**config.mk**
```make
export PLATFORM = sky130hd
export DESIGN_NAME = fp_mul_iter
export DESIGN_NICKNAME = d
export VERILOG_FILES = /design/src/rtl/fp_mul_iter.sv
export SDC_FILE = /design/constraint.sdc
export NUM_CORES = 2
export LEC_CHECK = 0
export CORE_ASPECT_RATIO = 1.1
export CORE_MARGIN = 2
export CORE_UTILIZATION = 62
export CTS_CLUSTER_DIAMETER = 150
export DETAILED_ROUTE_END_ITERATION = 16
export GPL_TIMING_DRIVEN = 0
export PLACE_DENSITY = 0.91
export SLEW_MARGIN = 10
export SYNTH_ARGS = -nofsm -noshare
export SYNTH_HDL_FRONTEND = slang
export SYNTH_SLANG_ARGS = --single-unit
```
**constraint.sdc**
```tcl
create_clock -name clk -period 7.2 [get_ports clk]
set_input_delay 2.16 -clock clk [delete_from_list [all_inputs] [get_ports clk]]
set_output_delay 2.16 -clock clk [all_outputs]
set_load 0.02 [all_outputs]
```
**src/rtl/fp_mul_iter.sv**
```systemverilog
`timescale 1ns/1ps
`default_nettype none
// ============================================================================
// fp_mul_iter : iterative shift-add IEEE-754 multiplier (binary32/binary64),
//               round-to-nearest-even, flush-to-zero, valid/ready on both sides.
//               Optional macro FP_MUL_FLAGS_EN enables {inv,ovf,unf,inx} flags.
// Rev 1.0
// ============================================================================
module fp_mul_iter #(
  parameter int BUS_WIDTH = 64,
  parameter int MUL_BITS  = 4
) (
  input  logic                 clk,
  input  logic                 rst,
  input  logic                 in_valid,
  output logic                 in_ready,
  input  logic [BUS_WIDTH-1:0] in1,
  input  logic [BUS_WIDTH-1:0] in2,
  output logic                 out_valid,
  input  logic                 out_ready,
  output logic [BUS_WIDTH-1:0] out,
  output logic [3:0]           flags
);
  localparam int MANT  = (BUS_WIDTH == 32) ? 23 : 52;
  localparam int EXP   = (BUS_WIDTH == 32) ? 8 : 11;
  localparam int BIAS  = (1 << (EXP - 1)) - 1;
  localparam int SW    = MANT + 1;
  localparam int ACC_W = 2 * SW;
  localparam int N     = (SW + MUL_BITS - 1) / MUL_BITS;
  localparam int MP_W  = N * MUL_BITS;
  localparam int EW    = EXP + 2;
  localparam int CNT_W = $clog2(N) + 1;

  localparam logic [EW-1:0]        C_BIAS = EW'(BIAS);
  localparam logic [EW-1:0]        C_EMAX = EW'((1 << EXP) - 1);
  localparam logic [CNT_W-1:0]     C_LAST = CNT_W'(N - 1);
  localparam logic [BUS_WIDTH-1:0] C_QNAN = {1'b0, {EXP{1'b1}}, 1'b1, {(MANT-1){1'b0}}};

  typedef enum logic [1:0] {
    S_IDLE  = 2'd0,
    S_MUL   = 2'd1,
    S_ROUND = 2'd2,
    S_DONE  = 2'd3
  } state_t;

  state_t               state_q, state_d;
  logic                 in_ready_q, in_ready_d;
  logic                 out_valid_q, out_valid_d;
  logic [BUS_WIDTH-1:0] out_q, out_d;
  logic                 sign_q, sign_d;
  logic [EW-1:0]        exp_q, exp_d;
  logic [ACC_W-1:0]     acc_q, acc_d;
  logic [ACC_W-1:0]     mcand_q, mcand_d;
  logic [MP_W-1:0]      mplier_q, mplier_d;
  logic [CNT_W-1:0]     cnt_q, cnt_d;
`ifdef FP_MUL_FLAGS_EN
  logic [3:0]           flags_q, flags_d;
`endif

  logic [EXP-1:0]  w_e1, w_e2;
  logic [MANT-1:0] w_m1, w_m2;
  logic            w_zero1, w_zero2, w_inf1, w_inf2, w_nan1, w_nan2;
  logic            w_sign, w_nan_case;

  assign w_e1       = in1[BUS_WIDTH-2:MANT];
  assign w_e2       = in2[BUS_WIDTH-2:MANT];
  assign w_m1       = in1[MANT-1:0];
  assign w_m2       = in2[MANT-1:0];
  assign w_zero1    = (w_e1 == '0);
  assign w_zero2    = (w_e2 == '0);
  assign w_inf1     = (&w_e1) & (w_m1 == '0);
  assign w_inf2     = (&w_e2) & (w_m2 == '0);
  assign w_nan1     = (&w_e1) & (w_m1 != '0);
  assign w_nan2     = (&w_e2) & (w_m2 != '0);
  assign w_sign     = in1[BUS_WIDTH-1] ^ in2[BUS_WIDTH-1];
  assign w_nan_case = w_nan1 | w_nan2 | (w_inf1 & w_zero2) | (w_inf2 & w_zero1);

`ifdef FP_MUL_FLAGS_EN
  logic w_invalid;
  // A quiet NaN input propagates silently; signalling NaN or Inf*0 raises invalid.
  assign w_invalid = (w_nan1 & ~w_m1[MANT-1]) | (w_nan2 & ~w_m2[MANT-1]) | ~(w_nan1 | w_nan2);
`endif

  // Rounding datapath on the finished accumulator (product lies in [1,4)).
  logic             w_norm, w_lsb, w_guard, w_sticky, w_up, w_carry, w_ovf, w_unf;
  logic [ACC_W-1:0] w_p;
  logic [SW-1:0]    w_keep;
  logic [SW:0]      w_rnd;
  logic [MANT-1:0]  w_mant;
  logic [EW-1:0]    w_exp;

  assign w_norm   = acc_q[ACC_W-1];
  assign w_p      = w_norm ? acc_q : {acc_q[ACC_W-2:0], 1'b0};
  assign w_keep   = w_p[ACC_W-1:SW];
  assign w_lsb    = w_p[SW];
  assign w_guard  = w_p[SW-1];
  assign w_sticky = |w_p[SW-2:0];
  assign w_up     = w_guard & (w_sticky | w_lsb);
  assign w_rnd    = {1'b0, w_keep} + {{SW{1'b0}}, w_up};
  assign w_carry  = w_rnd[SW];
  assign w_mant   = w_carry ? w_rnd[MANT:1] : w_rnd[MANT-1:0];
  assign w_exp    = exp_q + EW'(w_norm) + EW'(w_carry);
  assign w_ovf    = ~w_exp[EW-1] & (w_exp >= C_EMAX);
  assign w_unf    = w_exp[EW-1] | (w_exp == '0);

  always_comb begin
    state_d     = state_q;
    in_ready_d  = in_ready_q;
    out_valid_d = out_valid_q;
    out_d       = out_q;
    sign_d      = sign_q;
    exp_d       = exp_q;
    acc_d       = acc_q;
    mcand_d     = mcand_q;
    mplier_d    = mplier_q;
    cnt_d       = cnt_q;
`ifdef FP_MUL_FLAGS_EN
    flags_d     = flags_q;
`endif
    case (state_q)
      S_IDLE: begin
        if (in_valid) begin
          in_ready_d = 1'b0;
          sign_d     = w_sign;
          exp_d      = {2'b00, w_e1} + {2'b00, w_e2} - C_BIAS;
          acc_d      = '0;
          mcand_d    = ACC_W'({~w_zero1, w_m1});
          mplier_d   = MP_W'({~w_zero2, w_m2});
          cnt_d      = '0;
`ifdef FP_MUL_FLAGS_EN
          flags_d    = {w_nan_case & w_invalid, 3'b000};
`endif
          if (w_nan_case) begin
            out_d       = C_QNAN;
            out_valid_d = 1'b1;
            state_d     = S_DONE;
          end else if (w_inf1 | w_inf2) begin
            out_d       = {w_sign, {EXP{1'b1}}, {MANT{1'b0}}};
            out_valid_d = 1'b1;
            state_d     = S_DONE;
          end else if (w_zero1 | w_zero2) begin
            out_d       = {w_sign, {(BUS_WIDTH-1){1'b0}}};
            out_valid_d = 1'b1;
            state_d     = S_DONE;
          end else begin
            state_d     = S_MUL;
          end
        end
      end
      S_MUL: begin
        acc_d    = acc_q + mcand_q * ACC_W'(mplier_q[MUL_BITS-1:0]);
        mcand_d  = mcand_q << MUL_BITS;
        mplier_d = mplier_q >> MUL_BITS;
        cnt_d    = cnt_q + CNT_W'(1);
        if (cnt_q == C_LAST) begin
          state_d = S_ROUND;
        end
      end
      S_ROUND: begin
        if (w_ovf) begin
          out_d = {sign_q, {EXP{1'b1}}, {MANT{1'b0}}};
        end else if (w_unf) begin
          out_d = {sign_q, {(BUS_WIDTH-1){1'b0}}};
        end else begin
          out_d = {sign_q, w_exp[EXP-1:0], w_mant};
        end
`ifdef FP_MUL_FLAGS_EN
        flags_d = {1'b0, w_ovf, ~w_ovf & w_unf, w_ovf | w_unf | w_guard | w_sticky};
`endif
        out_valid_d = 1'b1;
        state_d     = S_DONE;
      end
      S_DONE: begin
        if (out_ready) begin
          out_valid_d = 1'b0;
          in_ready_d  = 1'b1;
          state_d     = S_IDLE;
        end
      end
      default: begin
        state_d = S_IDLE;
      end
    endcase
  end

  always_ff @(posedge clk) begin
    if (rst) begin
      state_q     <= S_IDLE;
      in_ready_q  <= 1'b1;
      out_valid_q <= 1'b0;
      out_q       <= '0;
      sign_q      <= 1'b0;
      exp_q       <= '0;
      acc_q       <= '0;
      mcand_q     <= '0;
      mplier_q    <= '0;
      cnt_q       <= '0;
`ifdef FP_MUL_FLAGS_EN
      flags_q     <= 4'b0000;
`endif
    end else begin
      state_q     <= state_d;
      in_ready_q  <= in_ready_d;
      out_valid_q <= out_valid_d;
      out_q       <= out_d;
      sign_q      <= sign_d;
      exp_q       <= exp_d;
      acc_q       <= acc_d;
      mcand_q     <= mcand_d;
      mplier_q    <= mplier_d;
      cnt_q       <= cnt_d;
`ifdef FP_MUL_FLAGS_EN
      flags_q     <= flags_d;
`endif
    end
  end

  assign in_ready  = in_ready_q;
  assign out_valid = out_valid_q;
  assign out       = out_q;
`ifdef FP_MUL_FLAGS_EN
  assign flags     = flags_q;
`else
  assign flags     = 4'b0000;
`endif

endmodule

`default_nettype wire
```
==> flow_summary_export.csv <==
group,metric,value,unit
status,outcome,"complete, no violations",
routing,detailedRoute.firstPassIterationCount,7,
grt,global_route.overflow_total,0,
sta,setup-violations-final,0,
pwr,power_per_cell_area,261,mW/mm^2
routing,detail_route.iter0.violations,3488,
cells_and_area,layout.nets,5046,
grt,global_route.usage.met2,64.1,%
clock_tree,root_buffer,"clkbuf_16",
sta,maxClockFrequency,0.139,GHz
floorplanning,fp.dieH,249,um
routing,routed_vias,32400,
critical_path,start_kind,"flip-flop",
grt,groute.layer.met1.usage,46.8,%
critical_path,r2r_start,"mplier_q[3]",
place,gpl.final_weighted_congestion,1.06,
grt,antenna_found_initial,4,
critical_path,r2r_endpoint,"acc_q[66]",
routing,route.detailed.vias_per_inst,6.21,
synth,synth-main-ff-cell,"dfxtp_1",
clock_tree,cts_tree,"yes",
critical_path,path_cells,"clkbuf_2 > clkbuf_2 > and2_1 > fa_1 > fa_1 > inv_1 > fa_1 > inv_1 > ha_1 > clkbuf_1 > nand2_1 > o21ai_0 > a21oi_1 > or4_1 > a21oi_1 > nor2_1 > o21bai_1 > a21oi_1 > o31ai_1 > xnor2_1 > o21ai_0",
critical_path,ff2ff_path_depth,21,
routing,post-route-drc-count,0,
floorplanning,io_pins,202,
critical_path,timing.reg2reg.setup_slack,20,ps
cells_and_area,drive_above_1_share,3.14,%
min_path,min-delay-start,"out[45]",
critical_path,cp_slowest_cell,"fa_1",
clock_tree,cts-buffers-inserted,41,
synth,mappedNetlistArea,0.0338,mm^2
floorplanning,initial_core_util,62.9,%
sta,finalSetupTns,0,ps
place,dp_hpwl,88.9,mm
routing,wire_per_inst,21.7,um
grt,busiest_layer,"met2",
sta,grt_setup_unrepaired,"false",
synth,synth_cell_type_count,87,
critical_path,worst-endpoint-required,7670,ps
sta,pins_over_slew_limit,0,
clock_tree,ctsLongestPathBuffers,3,
sta,fin_crit_sh,99.7,%
min_path,worstHoldPathCells,2,
clock_tree,htreeDepth,2,
clock_tree,postCtsHoldBufs,0,
grt,grt_pass1_wl,176,mm
sta,period_needed,7180,ps
critical_path,critical_path_peak_fanout,10,
sta,timing.slew.headroom,9.56,%
critical_path,timing.setup.critical_path_class,"flip-flop to flip-flop",
grt,grt_start_max_net_pins,14,
floorplanning,floorplan.die_area,0.0565,mm^2
synth,post_synth_main_area_contributors,"dfxtp_1, fa_1, and2_1",
cells_and_area,areaGrowthSynthToFinish,13.0,%
pwr,leak,16.2,nW
routing,route.final.wire_length,113,mm
clock_tree,worst_skew_pair.late_latency,610,ps
critical_path,timing.critical_path.arrival,7650,ps
synth,synth_top_cell_area_share,20.8,%
critical_path,critical_path.n_buffers_inverters,5,
min_path,worst_hold_path.endpoint,"out[45]",
synth,yosysSeqAreaShare,20.8,%
clock_tree,clk_transition_reported_paths,70,ps
cells_and_area,fillers,4129,
synth,yosys.cell_count.top_type,"inv_1",
floorplanning,num_rows,89,
grt,grt_util_all_layers,40.1,%
floorplanning,die_w,227,um
pwr,ir_worst_vdd,244,uV
place,detailed_place.area,0.0367,mm^2
critical_path,crit_family,"compound AO/OA/AOI/OAI gates",
critical_path,timing.critical_path.slowest_cell_delay,550,ps
synth,synth_commonest_cells,"inv_1, and2_1, nor2_1, dfxtp_1, fa_1",
floorplanning,core_area,0.0538,mm^2
critical_path,worst_setup_end_kind,"flip-flop",
sta,timing.final.hold_violations,0,
place,io_buffers,196,
min_path,timing.hold.worst.class,"flip-flop to flip-flop",
job,max_cap_violations,0,
routing,ant_nets,0,
synth,synthDominantAreaCellType,"dfxtp_1",
synth,synthesized_flop_and_latch_total,352,
clock_tree,cts_sinks,352,
synth,async_flop_share,0,%
synth,synth_edf_count,0,
grt,vias_in_the_first_global_route,32600,
grt,use_met3,8.79,%
synth,netlist_instances,4223,
sta,tightestPinTransition,1360,ps
cells_and_area,fin_area,0.0382,mm^2
synth,synthesis.yosys.warnings,0,
sta,fin_skew,36.0,ps
synth,postSynthAreaPerCell,8.01,um^2
sequential cells by signal (all words and copies together), names as in the netlist:
signal,flops
exp_q,13
sign_q,1
in_ready,1
out_valid,1
mplier_q,53
cnt_q,5
acc_q,106
mcand_q,106
state_q,2
out,64
worst register-to-register path, stage by stage, from the launching register on:
cell and delay (ps):
dfxtp_1 530, clkbuf_2 420, clkbuf_2 520, and2_1 250, fa_1 420, fa_1 550
inv_1 50, fa_1 500, inv_1 50, ha_1 260, clkbuf_1 270, nand2_1 120
o21ai_0 420, a21oi_1 150, or4_1 450, a21oi_1 470, nor2_1 320, o21bai_1 350
a21oi_1 210, o31ai_1 420, xnor2_1 210, o21ai_0 100
area by class of cell:
cell class	instances	area, um^2	area share, %
Multi-Input combinational cell	3075	23800	62.3
Sequential cell	352	7050	18.4
Inverter	548	2060	5.38
Timing Repair Buffer	196	1960	5.13
Clock buffer	55	1130	2.95
Buffer	251	1030	2.69
Tap cell	728	911	2.38
Clock inverter	20	298	0.779
Antenna cell	1	2.50	0.00654
placed cells by master (no fill, tap or decap), types with 11 or more instances in the layout:
cell / instances
inv_1: 548
and2_1: 404
nor2_1: 394
dfxtp_1: 352
fa_1: 310
nand2_1: 292
a21oi_1: 250
clkbuf_1: 212
clkdlybuf4s50_1: 196
o21ai_0: 164
ha_1: 139
a22oi_1: 125
a211oi_1: 120
mux2i_1: 118
xnor2_1: 97
nand4_1: 74
xor2_1: 63
nand3_1: 57
a21o_1: 57
nor4_1: 53
nor3_1: 51
clkbuf_16: 42
o21bai_1: 35
o21a_1: 23
and3_1: 20
nand2b_1: 17
clkbuf_2: 14
a31oi_1: 14
o31ai_1: 13
buf_2: 12
a21boi_0: 11
buf_1: 11
kinds of logic (layout without fill, tap and decap cells):
group | count (synthesis) | count (layout) | synth area share (%)
compound gates | 925 | 925 | 17.9
xor+xnor | 160 | 160 | 4.14
fa+ha+maj | 449 | 449 | 23.5
buf+inv | 799 | 1070 | 9.04
flops | 352 | 352 | 20.8
mux | 120 | 120 | 3.56
other cells | 1 | 5 | 0.0111
simple gates | 1417 | 1417 | 21.0
worst max path at each step:
stage / endpoint / depth (start not counted) / startpoint / slack (ps)
global route: acc_q[103] / 21 / mplier_q[3] / 8
global placement: acc_q[105] / 21 / mplier_q[3] / -970
finish: acc_q[66] / 21 / mplier_q[3] / 20
floorplan: acc_q[102] / 21 / mplier_q[3] / 1910
detailed placement: acc_q[105] / 21 / mplier_q[3] / -960
CTS: acc_q[105] / 20 / mplier_q[2] / 8
per-layer routing:
| metal | wire length (um) | vias to the layer above |
|---|---|---|
| met1 | 40700 | 15500 |
| met5 | 13 | - |
| met4 | 10300 | 2 |
| met3 | 10700 | 564 |
| li1 | - | 14600 |
| met2 | 51400 | 1795 |
power breakdown:
group          internal, mW  switching [mW]
Clock                  1.33           0.948
Combinational          1.65            3.25
Sequential             2.31           0.470
what timing repair did:
item | in CTS | in global routing
gates resized for setup | 17 | 16
buffers inserted | 0 | 0
endpoints found under the setup margin | 36 | 40
endpoints found under the hold margin | 0 | 0
metrics by stage:
stage               worst slack, ps  utilization [%]  power (mW)  instances  hold slack (ps)
floorplan                      1910                -        5.97       4226              444
global placement               -967             68.3        7.35       5150              436
detailed placement             -959             68.3        7.54       5150              442
CTS                            8.06             71.0        9.82       5225              453
global route                   8.42             71.1        10.5       5225              472
finish                         18.5             71.1        9.97       5226              452
Note: power is estimated with default switching activity, not from simulation.
